## src/rtl/noc_pkg.sv

```systemverilog
// rtl/noc_pkg.sv - flit ID constants, length width and input-buffer FSM state type
package noc_pkg;

    localparam logic [2:0] FLIT_NONE   = 3'b000;
    localparam logic [2:0] FLIT_HEADER = 3'b001;
    localparam logic [2:0] FLIT_BODY   = 3'b010;
    localparam logic [2:0] FLIT_TAIL   = 3'b100;

    localparam int LEN_W = 12;

    typedef enum logic {
        ST_IDLE   = 1'b0,
        ST_ACTIVE = 1'b1
    } state_t;

endpackage

```

## src/rtl/flit_fifo.sv

```systemverilog
// rtl/flit_fifo.sv - register-array flit FIFO with combinational head, full and empty
module flit_fifo #(
    parameter int DEPTH  = 8,
    parameter int FLIT_W = 32
) (
    input  logic              clk,
    input  logic              rst,
    input  logic              push,
    input  logic [FLIT_W-1:0] din,
    input  logic              pop,
    output logic [FLIT_W-1:0] head,
    output logic              full,
    output logic              empty
);

    localparam int PTR_W = $clog2(DEPTH);

    logic [FLIT_W-1:0] mem [DEPTH];
    logic [PTR_W-1:0]  wr_ptr;
    logic [PTR_W-1:0]  rd_ptr;
    logic [PTR_W:0]    count;

    // Pointers wrap naturally because DEPTH is a power of two.
    always_ff @(posedge clk) begin
        if (rst) begin
            wr_ptr <= '0;
            rd_ptr <= '0;
            count  <= '0;
        end else begin
            if (push) wr_ptr <= wr_ptr + 1'b1;
            if (pop)  rd_ptr <= rd_ptr + 1'b1;
            case ({push, pop})
                2'b10:   count <= count + 1'b1;
                2'b01:   count <= count - 1'b1;
                default: ;
            endcase
        end
    end

    always_ff @(posedge clk) begin
        if (push) mem[wr_ptr] <= din;
    end

    assign head  = mem[rd_ptr];
    assign full  = (count == (PTR_W + 1)'(DEPTH));
    assign empty = (count == '0);

endmodule

```

## src/rtl/input_buffer.sv

```systemverilog
// rtl/input_buffer.sv - NoC router per-port input stage; option macro INBUF_CREDIT_EN
import noc_pkg::*;

module input_buffer #(
    parameter int DEPTH  = 8,
    parameter int FLIT_W = 32
) (
    input  logic              clk,
    input  logic              rst,
    input  logic [FLIT_W-1:0] in_flit,
    input  logic              in_valid,
`ifdef INBUF_CREDIT_EN
    output logic              credit_out,
`else
    output logic              in_ready,
`endif
    input  logic              grant,
    input  logic              out_ready,
    output logic [FLIT_W-1:0] out_flit,
    output logic              out_valid,
    output logic              req,
    output logic [2:0]        flit_id,
    output logic [LEN_W-1:0]  length,
    output logic              err_drop
);

    logic [FLIT_W-1:0] head;
    logic [2:0]        head_id;
    logic              full;
    logic              empty;
    logic              head_is_hdr;
    logic              fwd;
    logic              drop;
    logic              pop;
    logic              push;
    logic              overflow;
    state_t            state;
    logic [LEN_W-1:0]  len_q;

    flit_fifo #(
        .DEPTH  (DEPTH),
        .FLIT_W (FLIT_W)
    ) u_fifo (
        .clk   (clk),
        .rst   (rst),
        .push  (push),
        .din   (in_flit),
        .pop   (pop),
        .head  (head),
        .full  (full),
        .empty (empty)
    );

    assign head_id     = head[FLIT_W-1 -: 3];
    assign head_is_hdr = !empty && (head_id == FLIT_HEADER);

    // Outside a packet only a header may lead; anything else is discarded.
    assign drop      = (state == ST_IDLE) && !empty && !head_is_hdr;
    assign out_valid = !empty && ((state == ST_ACTIVE) || head_is_hdr);
    assign fwd       = out_valid && out_ready && grant;
    assign pop       = fwd || drop;

`ifdef INBUF_CREDIT_EN
    // A full FIFO still takes a flit in the same cycle a slot is freed.
    assign overflow = in_valid && full && !pop;
    assign push     = in_valid && !overflow;
`else
    assign in_ready = !full;
    assign push     = in_valid && !full;
    assign overflow = 1'b0;
`endif

    assign req      = head_is_hdr || (state == ST_ACTIVE);
    assign flit_id  = out_valid ? head_id : FLIT_NONE;
    assign length   = head_is_hdr ? head[LEN_W-1:0] : len_q;
    assign out_flit = head;

    always_ff @(posedge clk) begin
        if (rst) begin
            state    <= ST_IDLE;
            len_q    <= '0;
            err_drop <= 1'b0;
`ifdef INBUF_CREDIT_EN
            credit_out <= 1'b0;
`endif
        end else begin
            err_drop <= drop || overflow;
`ifdef INBUF_CREDIT_EN
            credit_out <= pop;
`endif
            if (fwd && head_is_hdr) len_q <= head[LEN_W-1:0];
            case (state)
                ST_IDLE:   if (head_is_hdr) state <= ST_ACTIVE;
                ST_ACTIVE: if (fwd && (head_id == FLIT_TAIL)) state <= ST_IDLE;
                default:   state <= ST_IDLE;
            endcase
        end
    end

endmodule

```

## config.mk

```make
export PLATFORM = sky130hd
export DESIGN_NAME = input_buffer
export DESIGN_NICKNAME = d
export VERILOG_FILES = /design/src/rtl/noc_pkg.sv /design/src/rtl/flit_fifo.sv /design/src/rtl/input_buffer.sv
export SDC_FILE = /design/constraint.sdc
export NUM_CORES = 1
export LEC_CHECK = 0
export ABC_AREA = 1
export CORE_MARGIN = 2
export CORE_UTILIZATION = 44
export DETAILED_ROUTE_END_ITERATION = 6
export SLEW_MARGIN = 25
export SYNTH_ARGS = -nofsm -noshare
export SYNTH_HDL_FRONTEND = slang
export SYNTH_HIERARCHICAL = 1
export SYNTH_SLANG_ARGS = --single-unit
```

## constraint.sdc

```tcl
create_clock -name clk -period 8.05 [get_ports clk]
set_input_delay 0.805 -clock clk [delete_from_list [all_inputs] [get_ports clk]]
set_output_delay 0.805 -clock clk [all_outputs]
set_load 0.1 [all_outputs]
```

# Word level (Yosys, flattened, before mapping)
# Memory sizes are Yosys's and may differ from the RTL's. A register that Yosys moved wholly into a read port is not among the register bits.
# Cells that the tools add are included.
# totals
regBits	24
ramBits	256
inputBits	37
elab_cells	43
mem_count	1
# classes
addsub	4
eq_ne	5
mux	10
bitwise_logic	1
reduce_logical	16
# memory_table
memory	depth	word_bits	rd	rd_ports_with_merged_regs	wr	line_no	text
u_fifo.mem	8	32	1	1	1	flit_fifo.sv:18	logic [FLIT_W-1:0] mem [DEPTH];
# ops
operator	count
12-bit two-way mux	1
1-bit logical AND	9
3-bit two-way mux	3
4-bit case mux with 2 select lines	1
3-bit by 1-bit adder with 3-bit output, second input constant	2
4-bit by 1-bit adder with 4-bit output, second input constant	1
4-bit equality test, second input constant	1
4-bit logical NOT	1
1-bit two-way mux	4
4-bit by 1-bit subtractor with 4-bit output, second input constant	1
3-bit by 1-bit equality test with 1-bit output, second input constant	1
3-bit equality test, second input constant	1
1-bit logical NOT	3
2-bit by 1-bit equality test with 1-bit output, second input constant	1
2-bit equality test, second input constant	1
1-bit logical OR	2
1-bit case mux with 2 select lines	1
2-bit nonzero test	1
1-bit inverter	1

# Longest topological paths before layout
# Gate-level depths: netlist of run 1.
# logic_depth
ltp_word	10
mapped_depth	22
depth_no_buf	20

# Modules after synthesis
# Netlist of run 1, hierarchy kept.
# by_module_without_submodules
module	n_inst	cells_each	area_per_inst_um2	seq_area_each_um2
flit_fifo	1	809	10610.2	7947.6
input_buffer	1	158	919.6	280.3

# Worst setup path before layout of run 1
# Ideal clock, no wire load.
# synth_timing
path_kind	register to output
startpoint	register with a tool-made name
endpoint	output port length[0]
t_arrival_ns	4.495
required_ns	7.245
setup_slack_ns	2.750
stages_incl_launch_ff	12
path_buffers	4
cell_sequence	dfxtp_1 buf_6 buf_8 buf_8 mux2i_1 o22ai_1 nand2_1 nand2_1 nor2_2 nand3_2 clkbuf_1 o21ai_0
# synth_lines
item	line_no	text
end: declaration	input_buffer.sv:23	output logic [LEN_W-1:0] length,

==> impl_metrics.tcl, run 1 <==
set metrics [dict create \
    worstPathRequired_ns 7.24 \
    syn_inst 967 \
    fmax_ghz 0.1883 \
    start_kind "register" \
    wire_per_inst_um 16.97 \
    post_cts_buffers 0 \
    grt_pass1_wl_mm 37.81 \
    ctsHoldBuffers 0 \
    start_util_pct 44.50 \
    ys_top_cells_by_area "edfxtp_1, o21ai_0, nor2_1" \
    drtPass1Iterations 4 \
    path_class "register to primary output" \
    internal_power_w 0.002944 \
    synth_top_area_cell "edfxtp_1" \
    die_h_um 165.9 \
    min_period_over_period_pct 65.97 \
    clock-root-buffer "clkbuf_16" \
    track_usage_pct 17.16 \
    fin_cells 1400 \
    synth_ff_type "edfxtp_1" \
    p_switching_w 0.002287 \
    slew_violations 0 \
    power.share.sequential_pct 34.1 \
    multi_input_area_um2 2815 \
    drive_gt1_share_pct 6.761 \
    drc 0 \
    hold_violations 0 \
    irDropWorstVdd_mv 0.3477 \
    syn_avg_cell_area_um2 11.92 \
    crit_path_end_kind "primary output" \
    max-slew-margin-rel_pct 34.08 \
    synthArstFlopShare_pct 0 \
    syn_area_um2 11530 \
    p_sw_share_pct 43.72 \
    ys_types 33 \
    cts_buffers 29 \
    worstMarginPinSlew_ns 0.9857 \
    via_count 7136 \
    final_net_count 1087 \
    ant_nets 0 \
    yosysSeqAreaShare_pct 71.36 \
    fillers 2247 \
    grt_pass1_vias 6833 \
    diodes 0 \
    clock-sinks 283 \
    clock_latency_ns 0.54 \
    wl_mm 23.75 \
    power_density_nw_per_um2 385.4 \
    post_cts_resized 0 \
    cts.path.max_buffers 3 \
    gp_congestion 0.7974 \
    hold_path_class "register to register" \
    dp_hpwl_mm 12.72 \
    fp-row-count 59 \
    drt_iter0_drc 577 \
    skew_ns 0.006510 \
    drt-vias-per-instance 5.097 \
    maxCapViolations 0 \
    grt_overflow_total 0 \
    dieArea_um2 27510 \
    die_w_um 165.9 \
    yosysTopAreaCellShare_pct 66.67 \
    htreeDepth 1 \
    path_max_fanout 75 \
    period_needed_ns 5.311 \
    synth_warnings 6 \
    syn_nets 1009 \
    crit_arrival_ns 4.51 \
    status "complete, no violations" \
    fin_tns_setup_ns 0 \
    seq_area_um2 8235 \
    dp.cells 1349 \
    clk_pin_slew_ns 0.06 \
    antenna_found_initial 0 \
    grt_max_degree 100 \
    p_leak_nw 4.744 \
    syn_to_final_growth_pct 17.72 \
    yosys_register_bits 283 \
    core_um2 25910 \
    p_clk_share_pct 24.0 \
    pwr-share-comb_pct 41.9 \
    cts_tree "built" \
    io_pins 88 \
    synth_edf_count 256 \
    port_buffers 87 \
    setup_viol 0 \
    rsz0062_at_grt "no" \
]
[cell type report]
type	instances	area share [%]
flip-flops and latches	283	60.67
well taps	335	3.088
inverters	63	1.742
multi-input cells	568	20.74
clock buffers	35	5.513
clock inverters	16	1.079
repair buffers	100	7.163
[kinds of logic (layout without fill, tap and decap cells)]
family / after synthesis / after routing / synth area share [%]
AO/OA/AOI/OAI: 188 / 188 / 8.616
flip-flops: 283 / 283 / 71.36
adder cells (fa/ha/maj): 5 / 5 / 0.5426
buffers and inverters: 116 / 214 / 4.742
multiplexers: 32 / 32 / 2.778
AND/OR/NAND/NOR: 340 / 340 / 11.73
XOR/XNOR: 3 / 3 / 0.2279
[power by group through the flow]
stage / clock, W / sequential, W / combinational [W]
after floorplan: 0 / 0.00177 / 0.00177
after global placement: 0 / 0.00181 / 0.00219
after detailed placement: 0 / 0.00181 / 0.00220
after CTS: 0.00128 / 0.00178 / 0.00221
after global routing: 0.00134 / 0.00180 / 0.00235
final: 0.00126 / 0.00178 / 0.00219
[critical path: stages, from the launching register on]
cell	delay, ns
dfxtp_4	0.81
buf_4	0.56
nor2_1	0.10
o21ai_0	0.08
o21ai_0	0.10
nand2_1	0.06
nand2_1	0.15
inv_2	0.10
nand3_1	0.08
a21oi_2	0.54
inv_1	0.09
nor2_1	0.10
clkdlybuf4s50_1	1.13
[final timing paths]
kind | cells past startpoint | endpoint | slack, ns | start
worst min-delay path | 2 | u_fifo/count[0] | 0.51 | u_fifo/count[0]
worst max-delay path | 12 | flit_id[1] | 2.74 | register
worst min register to register | 2 | u_fifo/count[0] | 0.51 | u_fifo/count[0]
worst max register to register | 18 | u_fifo/count[2] | 3.80 | register
[placed cells by master (no fill, tap or decap), types with 23 or more instances in the layout]
master             n
o21ai_0          119
o22ai_1           32
nor2_1           150
clkdlybuf4s50_1   87
clkbuf_16         29
nand2_1          153
inv_1             60
o21ai_1           23
edfxtp_1         256
dfxtp_1           25
mux2i_1           32
[routing by layer]
| metal | wire length [um] | part of all wire, % | vias to the layer above | global-route usage [%] |
|---|---|---|---|---|
| li1 | - | - | 3539 | - |
| met5 | 0 | 0 | - | 0 |
| met2 | 11530 | 49 | 180 | 29.17 |
| met3 | 1177 | 5.0 | 26 | 2.812 |
| met4 | 358 | 1.5 | 0 | 3.743 |
| met1 | 10690 | 45 | 3391 | 23.40 |
[registers in the layout (all words and copies together), names as in the netlist, named ones only]
register	count
state	1
u_fifo/wr_ptr	3
u_fifo/rd_ptr	3
len_q	12
u_fifo/mem	256
err_drop	1
u_fifo/count	4
[metrics by stage]
| stage | total power [W] | worst slack [ns] | area, um2 | utilization [%] | hold slack (ns) |
|---|---|---|---|---|---|
| 2_1_floorplan | 0.003541 | 2.750 | 11530 | - | 0.4697 |
| 4_1_cts | 0.005276 | 2.688 | 13570 | 52.38 | 0.5074 |
| 3_5_place_dp | 0.004012 | 3.289 | 12680 | 48.93 | 0.4971 |
| 3_3_place_gp | 0.004006 | 3.316 | 12670 | 48.92 | 0.4767 |
| 6_report | 0.005231 | 2.739 | 13570 | 52.38 | 0.5093 |
| 5_1_grt | 0.005492 | 2.362 | 13570 | 52.38 | 0.5560 |
[cells in the mapped netlist, drive strengths merged (5+ instances only)]
cell,n
ha,5
mux2i,32
inv,63
o21ai,142
nand2,154
buf,31
nand4,13
a21oi,10
o22ai,32
nor3,5
dfxtp,27
clkbuf,22
nor2,160
nand3,6
edfxtp,256
Power figures use the tool's default switching activity.
==> run 2: changes to the inputs <==
Settings changed: PLACE_DENSITY set to 0.65.
Clock period 8.05 ns to 4.6 ns, I/O delays scaled along.
==> impl_metrics.tcl, run 2 (synthesized netlist as in run 1, its figures left out) <==
set metrics [dict create \
    status "complete, no violations" \
    fin_cells 1404 \
    clock_latency_ns 0.56 \
    drtPass1Iterations 5 \
    dp.cells 1352 \
    max-slew-margin-rel_pct 35.85 \
    diodes 0 \
    syn_to_final_growth_pct 18.65 \
    dpl_worst_slack_ns 0.9058 \
    cts.path.max_buffers 3 \
    p_leak_nw 4.867 \
    drive_gt1_share_pct 11.60 \
    drt_iter0_drc 619 \
    seq_area_um2 8235 \
    fp-row-count 59 \
    worstMarginPinSlew_ns 0.9592 \
    drt-vias-per-instance 5.240 \
    maxCapViolations 0 \
    antenna_found_initial 0 \
    grt_overflow_total 0 \
    die_h_um 165.9 \
    track_usage_pct 17.48 \
    io_pins 88 \
    crit_arrival_ns 3.25 \
    wire_per_inst_um 17.30 \
    post_cts_buffers 0 \
    layout_setup_ws_ns 0.8931 \
    cts_buffers 29 \
    drc 0 \
    setup_viol 0 \
    start_kind "register" \
    grt_max_degree 66 \
    period_needed_ns 3.707 \
    path_max_fanout 65 \
    die_w_um 165.9 \
    start_util_pct 44.50 \
    ctsHoldBuffers 0 \
    path_class "register to primary output" \
    multi_input_area_um2 2815 \
    hold_violations 0 \
    grt_pass1_wl_mm 38.34 \
    final_net_count 1090 \
    dp_hpwl_mm 14.07 \
    worstPathRequired_ns 4.14 \
    total_power_w 0.009230 \
    via_count 7357 \
    clk_pin_slew_ns 0.06 \
    port_buffers 87 \
    post_cts_resized 0 \
    cts_tree "built" \
    power_density_nw_per_um2 674.7 \
    ant_nets 0 \
    clock-sinks 283 \
    min_period_over_period_pct 80.58 \
    clock-root-buffer "clkbuf_16" \
    skew_ns 0.01591 \
    fmax_ghz 0.2698 \
    irDropWorstVdd_mv 0.7909 \
    dieArea_um2 27510 \
    regMostFlops "u_fifo/mem" \
    core_um2 25910 \
    grt_pass1_vias 6937 \
    mostFrequentLayoutCells "edfxtp_1, nand2_1, nor2_1" \
    largest_reg_flops 256 \
    hold_ws_ns 0.4985 \
    htreeDepth 1 \
    rsz0062_at_grt "no" \
    gp_congestion 0.7554 \
    fillers 2224 \
    hold_path_class "register to register" \
    final_common_cell "edfxtp_1" \
    crit_path_end_kind "primary output" \
    wl_mm 24.29 \
    slew_violations 0 \
    top_regs "u_fifo/mem: 256 flops, len_q: 12 flops, u_fifo/count: 4 flops" \
    fin_tns_setup_ns 0 \
]
run 2: worst max-delay path, cell delays in order (launching register included):
cell     delay, ns
dfxtp_4       0.73
buf_4         0.62
o21ai_0       0.21
o21ai_1       0.16
nand2_1       0.06
nand2_1       0.20
inv_1         0.09
o21ai_0       0.35
buf_12        0.23
run 2: metal layers:
layer,GRT usage (%),share of wire [%],vias to the layer above
li1,-,-,3556
met1,24.32,45,3561
met2,29.19,48,208
met3,2.645,5.2,32
met4,4.159,1.9,0
met5,0,0,-
run 2: path summary, 6_finish.rpt:
path	startpoint	to	slack (ns)	cells after the start
min	u_fifo/wr_ptr[0]	u_fifo/wr_ptr[0]	0.50	2
max	register	length[0]	0.89	8
max reg2reg	register	u_fifo/count[2]	0.92	17
min reg2reg	u_fifo/wr_ptr[0]	u_fifo/wr_ptr[0]	0.50	2
run 2: cell type report:
class                   instances  share of cell area (%)
clock buffers                  37                   5.524
clock inverters                15                  0.8597
inverters                      63                   1.729
multi-input cells             568                   20.58
flip-flops and latches        283                   60.20
well taps                     335                   3.064
repair buffers                103                   8.048
run 2: report_power, final:
part	leakage, nW	total, W	internal [W]	switching (W)
sequential	2.54	0.00312	0.00298	0.000145
clock	0.423	0.00216	0.00122	0.000944
combinational	1.90	0.00395	0.000962	0.00298
total	4.87	0.00923	0.00516	0.00407
run 2: through the flow:
stage          area, um2  util [%]
2_1_floorplan      11530         -
3_3_place_gp       12780     49.32
3_5_place_dp       12810     49.43
4_1_cts            13680     52.80
5_1_grt            13680     52.80
6_report           13680     52.80
